**config.mk**
```make
export PLATFORM = sky130hd
export DESIGN_NAME = parking_gate_arbiter
export DESIGN_NICKNAME = d
export VERILOG_FILES = /design/src/rtl/parking_gate_arbiter.sv
export SDC_FILE = /design/constraint.sdc
export NUM_CORES = 1
export LEC_CHECK = 0
export BUFFER_PORTS_ARGS = -buffer_cell sky130_fd_sc_hd__buf_4
export CORE_ASPECT_RATIO = 1.2
export CORE_UTILIZATION = 50
export DETAILED_ROUTE_END_ITERATION = 7
export MAX_ROUTING_LAYER = met4
export PLACE_DENSITY = 0.82
export SETUP_SLACK_MARGIN = 0.02
export SKIP_LAST_GASP = 1
export SLEW_MARGIN = 20
export SYNTH_ARGS = -nofsm -noshare
export SYNTH_HDL_FRONTEND = slang
export SYNTH_SLANG_ARGS = --single-unit
export TNS_END_PERCENT = 50
```
**constraint.sdc**
```tcl
create_clock -name clk -period 1.9 [get_ports clk]
set_clock_uncertainty 0.05 [all_clocks]
set_input_delay 0 -clock clk [delete_from_list [all_inputs] [get_ports clk]]
set_output_delay 0 -clock clk [all_outputs]
set_load 0.01 [all_outputs]
```
**src/rtl/parking_gate_arbiter.sv**
```systemverilog
// -----------------------------------------------------------------------------
// parking_gate_arbiter
//
// Purpose:
//   Arbitrates one parking barrier between an entry lane and an exit lane.
//   It grants the gate round-robin when both lanes are eligible, keeps the
//   gate open until a car passes or a timeout expires, holds it closed for a
//   fixed number of cycles, and tracks the car-park occupancy.
//
// Parameters:
//   CAPACITY      maximum occupancy (1..255)
//   OPEN_TIMEOUT  cycles the gate stays open waiting for a pass (>= 2)
//   CLOSE_HOLD    cycles the gate stays closed before the next grant (>= 1)
//
// Ports:
//   clk          rising-edge clock
//   rst          synchronous active-high reset
//   entry_req    level, car waiting at the entry sensor
//   exit_req     level, car waiting at the exit sensor
//   pass         one-cycle pulse, the car has cleared the barrier
//   gate_open    barrier drive (1 = open), registered
//   grant_entry  entry lane owns the gate, registered
//   grant_exit   exit lane owns the gate, registered
//   count        current occupancy, registered
//   full         count == CAPACITY (decoded from registered count)
//   empty        count == 0 (decoded from registered count)
//   timeout_err  one-cycle pulse when an open gate expires without a pass
// -----------------------------------------------------------------------------
module parking_gate_arbiter #(
    parameter int CAPACITY     = 20,
    parameter int OPEN_TIMEOUT = 1000,
    parameter int CLOSE_HOLD   = 50
) (
    input  logic       clk,
    input  logic       rst,
    input  logic       entry_req,
    input  logic       exit_req,
    input  logic       pass,
    output logic       gate_open,
    output logic       grant_entry,
    output logic       grant_exit,
    output logic [7:0] count,
    output logic       full,
    output logic       empty,
    output logic       timeout_err
);

    typedef enum logic [1:0] {
        IDLE       = 2'd0,
        OPEN_ENTRY = 2'd1,
        OPEN_EXIT  = 2'd2,
        CLOSING    = 2'd3
    } state_t;

    // One timer is shared by the OPEN and CLOSING states, so it is sized
    // for the longer of the two intervals.
    localparam int TMAX = (OPEN_TIMEOUT > CLOSE_HOLD) ? OPEN_TIMEOUT : CLOSE_HOLD;
    localparam int TW   = $clog2(TMAX + 1);

    localparam logic [TW-1:0] OPEN_LAST  = TW'(OPEN_TIMEOUT - 1);
    localparam logic [TW-1:0] CLOSE_LAST = TW'(CLOSE_HOLD - 1);
    localparam logic [TW-1:0] TIMER_ONE  = TW'(1);
    localparam logic [7:0]    CAP_C      = 8'(CAPACITY);

    // Saturating occupancy increment: never exceeds the capacity.
    function automatic logic [7:0] sat_inc(input logic [7:0] value);
        if (value >= CAP_C) begin
            sat_inc = CAP_C;
        end else begin
            sat_inc = value + 8'd1;
        end
    endfunction

    // Saturating occupancy decrement: never goes below zero.
    function automatic logic [7:0] sat_dec(input logic [7:0] value);
        if (value == 8'd0) begin
            sat_dec = 8'd0;
        end else begin
            sat_dec = value - 8'd1;
        end
    endfunction

    state_t        state_q, state_d;
    logic [TW-1:0] timer_q, timer_d;
    logic [7:0]    count_q, count_d;
    logic          last_exit_q, last_exit_d;   // 1: exit lane was served last
    logic          gate_open_q, gate_open_d;
    logic          grant_entry_q, grant_entry_d;
    logic          grant_exit_q, grant_exit_d;
    logic          timeout_err_q, timeout_err_d;
    logic          entry_ok_s;
    logic          exit_ok_s;

    assign count       = count_q;
    assign full        = (count_q == CAP_C);
    assign empty       = (count_q == 8'd0);
    assign gate_open   = gate_open_q;
    assign grant_entry = grant_entry_q;
    assign grant_exit  = grant_exit_q;
    assign timeout_err = timeout_err_q;

    // Lane eligibility from the current requests and registered occupancy.
    always_comb begin
        entry_ok_s = entry_req && !full;
        exit_ok_s  = exit_req && !empty;
    end

    // Next-state, timer, occupancy and output decode.
    // Outputs are computed for the state being entered so that the
    // registered grant/gate appear the cycle after the deciding edge.
    always_comb begin
        state_d       = state_q;
        timer_d       = timer_q;
        count_d       = count_q;
        last_exit_d   = last_exit_q;
        gate_open_d   = 1'b0;
        grant_entry_d = 1'b0;
        grant_exit_d  = 1'b0;
        timeout_err_d = 1'b0;

        case (state_q)
            IDLE: begin
                timer_d = {TW{1'b0}};
                // On a tie the lane not served last wins.
                if (entry_ok_s && (!exit_ok_s || last_exit_q)) begin
                    state_d       = OPEN_ENTRY;
                    grant_entry_d = 1'b1;
                    gate_open_d   = 1'b1;
                    last_exit_d   = 1'b0;
                end else if (exit_ok_s) begin
                    state_d      = OPEN_EXIT;
                    grant_exit_d = 1'b1;
                    gate_open_d  = 1'b1;
                    last_exit_d  = 1'b1;
                end else begin
                    state_d = IDLE;
                end
            end

            OPEN_ENTRY: begin
                // A pass on the final open cycle takes priority over timeout.
                if (pass) begin
                    count_d = sat_inc(count_q);
                    state_d = CLOSING;
                    timer_d = {TW{1'b0}};
                end else if (timer_q == OPEN_LAST) begin
                    state_d       = CLOSING;
                    timer_d       = {TW{1'b0}};
                    timeout_err_d = 1'b1;
                end else begin
                    timer_d       = timer_q + TIMER_ONE;
                    grant_entry_d = 1'b1;
                    gate_open_d   = 1'b1;
                end
            end

            OPEN_EXIT: begin
                if (pass) begin
                    count_d = sat_dec(count_q);
                    state_d = CLOSING;
                    timer_d = {TW{1'b0}};
                end else if (timer_q == OPEN_LAST) begin
                    state_d       = CLOSING;
                    timer_d       = {TW{1'b0}};
                    timeout_err_d = 1'b1;
                end else begin
                    timer_d      = timer_q + TIMER_ONE;
                    grant_exit_d = 1'b1;
                    gate_open_d  = 1'b1;
                end
            end

            CLOSING: begin
                // Requests are not latched here; IDLE re-samples the levels.
                if (timer_q == CLOSE_LAST) begin
                    state_d = IDLE;
                    timer_d = {TW{1'b0}};
                end else begin
                    timer_d = timer_q + TIMER_ONE;
                end
            end

            default: begin
                state_d = IDLE;
                timer_d = {TW{1'b0}};
            end
        endcase
    end

    // State and output registers with synchronous reset.
    always_ff @(posedge clk) begin
        if (rst) begin
            state_q       <= IDLE;
            timer_q       <= {TW{1'b0}};
            count_q       <= 8'd0;
            last_exit_q   <= 1'b1;
            gate_open_q   <= 1'b0;
            grant_entry_q <= 1'b0;
            grant_exit_q  <= 1'b0;
            timeout_err_q <= 1'b0;
        end else begin
            state_q       <= state_d;
            timer_q       <= timer_d;
            count_q       <= count_d;
            last_exit_q   <= last_exit_d;
            gate_open_q   <= gate_open_d;
            grant_entry_q <= grant_entry_d;
            grant_exit_q  <= grant_exit_d;
            timeout_err_q <= timeout_err_d;
        end
    end

endmodule

```
==> run metrics, run 1 <==
status=finished clean; worst slew pin tran=0.415 ns; Main synth FF type=dfxtp_1; number of global-route vias before repair=1,385; largest net degree at the start of global routing=21; Rows=21; insertion delay to the later sink of the worst-skew pair=0.34 ns; slowest stage delay, CP=0.36 ns; Req. time, crit path=2.10 ns; WL per Instance=14.4 um; relative slew slack=~72%; worst-path cell chain=inv_1 -> ha_1 -> nor4b_2 -> a41oi_2 -> or2_2 -> a221oi_1; hold_ws=0.0346 ns; post-synthesis register bit count=25; synth warn=0; share of the synthesized area in the top cell type=about a third; Hold Crit Start=entry_req; clock sink total=25; Tot GR Track Use=23.6%; reg2reg start=timer_q[1]; htree depth=1; Antenna Cells=0; clock period minus worst slack=1.85 ns; Async S/R FF share, synth=0%; fill count=236; first-pass GRT wire length=5.55 mm; Netlist Area Pre-Place=roughly 1500 sq um; first-pass detailed-route iteration total=4; count of input and output buffers=18; CORE AREA=between 2000 and 3000 sq um; Max Transition Viols Final=0; Placer Congestion=0.882; Setup Slack @ Placement=-0.0292 ns; Die H=61.3 um; Die Wd=51.4 um; number of vias per cell=roughly 5.9; post-route ant nets=0; Initial DRC Count=between 40 and 50; Num CTS Buffers=3; non-filler instance count after layout=240; Worst Setup Slack, final=0.0505 ns; I/O Pins=19; Synth Net Count=188; CP arrival=~2.1 ns; Hold Path Class=input port to flip-flop; placed insts=231; maximum VDD drop=523 uV; CTS tree=built; largest cells by area after synthesis=dfxtp_1 (34%), ha_1 (8.5%), nor2_1 (5.1%); slowest CP cell=dfxtp_1; Yosys cell types=48; most common cell in the netlist=dfxtp_1; post-DP HPWL=2.45 mm; EDFF count, synth=0; die area=3150 sq um; critical path startpoint=timer_q[1]; Residual DRC=0; Max Cap Viol=0; Avg Inst Size Synth=8.47 sq um; clk slew on worst S/H paths=0.15 ns; Initial Util=52.6%; Post-synth top cells=dfxtp_1 (25), nor2_1 (20), inv_1 (14); grt total ovfl=0; initial antenna violation count=0; layout cells sized above 1=27.2%; Final Cycle Share=97.3%; Max Clk Rate=541 MHz; Max clock buf depth=2; CTS Root Cell=clkbuf_4; CP Class=flip-flop to flip-flop; # nets final=222; Static Leak=0.727 nW; cells after synthesis=173; Power Total=1.95 mW; PwrDens=1070 nW/um^2; sequential fraction of the synthesis area=34.2%; area leader, netlist=dfxtp_1; Hold Fails Final Rpt=0; Area Growth Syn to Fin=24.9%; via count=1,423; RSZ-0062 raised after global routing=true; Final setup viols=0; CP Capture Type=flip-flop; Crit Path Max Fanout=4; routed wire length=3.47 mm; CP Launch Type=flip-flop
critical path: cells and delay by family, from the launching register on:
| kind | cells | cell delay, ns |
|---|---|---|
| adders and majority gates | 1 | 0.14 |
| and+or+nand+nor | 2 | 0.63 |
| DFF | 1 | 0.36 |
| buffers and inverters | 1 | 0.06 |
| AOI/OAI and AO/OA | 2 | 0.51 |
metal layers:
| metal | share of wire (%) | track usage (%) | vias to the layer above |
|---|---|---|---|
| met5 | 0 | - | - |
| li1 | - | - | 693 |
| met4 | 2.2 | 8.49 | 0 |
| met3 | 3.6 | 1.73 | 5 |
| met1 | 40 | 24.6 | 685 |
| met2 | 54 | 46.0 | 40 |
stage by stage:
step	util [%]	setup TNS, ns	cell area (sq um)
3_3_place_gp	61.2	0	1700
6_report	65.7	0	1830
3_5_place_dp	61.2	-0.122	1700
4_1_cts	63.4	0	1770
5_1_grt	65.7	-0.0181	1830
2_1_floorplan	-	0	1470
state kept, by name, indices dropped and copies added, names as in the netlist:
name,flops
gate_open,1
grant_exit,1
grant_entry,1
timeout_err,1
last_exit_q,1
timer_q,10
state_q,2
count,8
power breakdown:
part           internal [mW]  switching (mW)
clock network         0.0794           0.181
registers              0.599          0.0620
logic                  0.470           0.560
total                   1.15           0.802
cell usage in the layout, fill, tap and decap left out, types with 4 or more instances in the layout:
cell and count:
nor3_1 7, dfxtp_2 5, a21oi_1 10, dfxtp_1 20, buf_4 31, nand2b_1 4, nand3_1 5, ha_1 9
xnor2_1 8, inv_1 12, nor2_1 20, nand2_1 10
area by class of cell:
| class | count | area, sq um | area share [%] |
|---|---|---|---|
| multi-input cells | 129 | 938 | 51.3 |
| flip-flops and latches | 25 | 507 | 27.7 |
| repair buffers | 34 | 263 | 14.4 |
| inverters | 14 | 52.6 | 2.87 |
| well taps | 34 | 42.5 | 2.32 |
| clock buffers | 3 | 22.5 | 1.23 |
| clock inverters | 1 | 5.00 | 0.273 |
what timing repair did:
| item | CTS | global route |
|---|---|---|
| buffers inserted | 0 | 2 |
| endpoints found under the setup margin | 11 | 19 |
| pin swaps | 0 | 4 |
| gates resized for setup | 1 | 14 |
| gates cloned | 0 | 0 |
| hold endpoints to repair | 12 | 0 |
| hold buffers | 3 | 0 |
path summary, 6_finish.rpt:
| kind | depth (start not counted) | slack (ns) | endpoint |
|---|---|---|---|
| worst min register to register | 1 | 0.41 | timer_q[0] |
| worst min-delay path | 4 | 0.03 | gate_open |
| worst max-delay path | 6 | 0.05 | state_q[0] |
| worst max register to register | 6 | 0.05 | state_q[0] |
kinds of logic after synthesis:
family	Yosys count	synth area share, %
mux	2	1.37
buf+inv	19	5.04
flops	25	34.2
compound gates	42	21.2
xor+xnor	9	5.38
fa+ha+maj	10	8.54
simple gates	66	24.3
No activity file was read; power rests on OpenSTA's default activity.
==> inputs of run 2 (changes only) <==
--- a/config.mk
+++ b/config.mk
@@ -7,10 +7,10 @@
 export LEC_CHECK = 0
 export BUFFER_PORTS_ARGS = -buffer_cell sky130_fd_sc_hd__buf_4
 export CORE_ASPECT_RATIO = 1.2
-export CORE_UTILIZATION = 50
+export CORE_UTILIZATION = 51
 export DETAILED_ROUTE_END_ITERATION = 7
 export MAX_ROUTING_LAYER = met4
-export PLACE_DENSITY = 0.82
+export PLACE_DENSITY = 0.84
 export SETUP_SLACK_MARGIN = 0.02
 export SKIP_LAST_GASP = 1
 export SLEW_MARGIN = 20
==> run metrics, run 2 (synthesis gave the netlist of run 1 again) <==
status=finished with violations; violated checks=setup timing; maximum VDD drop=around 610 uV; power share of the clock group=roughly 12%; hold_ws=0.463 ns; Crit Path Max Fanout=4; Area Growth Syn to Fin=27.8%; slowest stage delay, CP=between 0.4 and 0.5 ns; number of global-route vias before repair=1,266; Rows=20; Gate power share=between 50% and 60%; relative slew slack=between 60% and 70%; Max Transition Viols Final=0; Max Clk Rate=514 MHz; DP Area=approximately 1700 sq um; Residual DRC=0; post-route design area=about 1900 sq um; I/O Pins=19; count of input and output buffers=18; most frequent cells in the layout=buf_4 (34), dfxtp_1 (22), nor2_1 (20); CTS tree=built; routed wire length=roughly 3.8 mm; post-route ant nets=0; reg2reg start=count[1]; Num CTS Buffers=3; number of vias per cell=6.01; first-pass GRT wire length=around 5.5 mm; Final Cycle Share=102%; fill count=189; Static Leak=0.750 nW; Antenna Cells=0; # nets final=226; worst reg2reg path endpoint=state_q[0]; FF-to-FF path depth=7; Largest register FFs=10; Placer Congestion=between 0.8 and 0.9; worst slew pin tran=0.507 ns; CP Launch Type=flip-flop; largest net degree at the start of global routing=21; non-filler instance count after layout=~240; via count=between 1,000 and 1,500; PwrDens=between 1000 and 1500 nW/um^2; RSZ-0062 raised after global routing=true; Top reg by flops=timer_q; CP arrival=2.11 ns; placed insts=231; post-DP HPWL=2.52 mm; Hold Path Class=flip-flop to flip-flop; CP endpoint=state_q[0]; grt total ovfl=0; Initial Util=a little under three fifths; Tot GR Track Use=23.9%; htree depth=1; clock period minus worst slack=1.94 ns; critical path startpoint=count[1]; WL per Instance=15.5 um; Max Cap Viol=0; Initial DRC Count=83; insertion delay to the later sink of the worst-skew pair=0.33 ns; Final setup viols=3; Setup Slack @ Placement=0.00743 ns; initial antenna violation count=0; Max clock buf depth=2; first-pass detailed-route iteration total=4; internal power=1.19 mW; Sw Ratio=roughly two fifths; CORE AREA=2630 sq um; Hold Fails Final Rpt=0; layout cells sized above 1=29.0%; Worst Setup Slack, final=-0.0449 ns; worst-path cell chain=inv_2 -> ha_4 -> or4b_4 -> o31ai_4 -> buf_4 -> a311o_1 -> a221oi_2; Seq pwr share=32.4%; leading cell type in the layout, fill and taps excluded=buf_4; CP Class=flip-flop to flip-flop; Die Wd=50.9 um; Die H=60.7 um; CTS Root Cell=clkbuf_4; clock sink total=25; CP Capture Type=flip-flop; slowest CP cell=or4b_4; Req. time, crit path=a little over 2 ns; Psw=roughly 0.85 mW; reg2reg setup slack=-0.04 ns; die area=a little over 3000 sq um; clk slew on worst S/H paths=~0.15 ns
## run 2: worst min-delay path by stage
| stage | cells after the start | startpoint | end | slack, ns |
|---|---|---|---|---|
| 4_1_cts | 3 | rst | state_q[1] | 0.44 |
| 2_1_floorplan | 2 | exit_req | state_q[1] | 0.13 |
| 6_report | 1 | timer_q[0] | timer_q[0] | 0.46 |
| 3_5_place_dp | 2 | rst | state_q[1] | 0.27 |
| 5_1_grt | 3 | rst | grant_entry | 0.48 |
| 3_3_place_gp | 3 | exit_req | last_exit_q | 0.26 |
## run 2: cell type report
type / instances / area (sq um) / share of cell area [%]
multi-input combinational: 129 / 950 / 50.7
clock inverter: 1 / 5.00 / 0.267
sequential: 25 / 504 / 26.9
inverter: 14 / 55.1 / 2.94
tap: 33 / 41.3 / 2.20
clock buffer: 3 / 22.5 / 1.20
timing repair buffer: 38 / 295 / 15.8
## run 2: repair_timing
| action | in CTS | in global routing |
|---|---|---|
| endpoints found under the setup margin | 12 | 20 |
| hold endpoints to repair | 13 | 0 |
| hold buffers | 4 | 0 |
| resized for setup | 2 | 16 |
| cloned | 0 | 0 |
| setup buffers | 0 | 4 |
| pin swaps | 1 | 6 |
## run 2: per-layer routing
layer / track usage, % / vias to the layer above / part of all wire [%]
met5: - / - / 0
met1: 26.5 / 696 / 42
li1: - / 700 / -
met2: 43.4 / 54 / 51
met4: 9.52 / 0 / 2.0
met3: 2.51 / 10 / 4.7
## run 2: through the flow
stage,total power [mW],util [%],TNS (ns)
5_1_grt,2.17,71.3,-0.434
4_1_cts,1.89,68.0,0
2_1_floorplan,1.29,-,0
3_3_place_gp,1.60,65.1,0
3_5_place_dp,1.63,65.1,0
6_report,2.04,71.3,-0.0885
## run 2: power groups by stage
stage / combinational (mW) / sequential, mW / clock, mW
global route: 1.23 / 0.670 / 0.270
finish: 1.13 / 0.663 / 0.247
floorplan: 0.621 / 0.674 / 0
CTS: 0.994 / 0.646 / 0.253
detailed placement: 0.973 / 0.658 / 0
global placement: 0.946 / 0.654 / 0
## run 2: worst max-delay path: cells and delay by family, from the launching register on
kind	cells	cell delay (ns)
AND/OR/NAND/NOR	1	0.49
AO/OA/AOI/OAI	3	0.59
buffers and inverters	2	0.24
flip-flops	1	0.35
adder cells (fa/ha/maj)	1	0.13
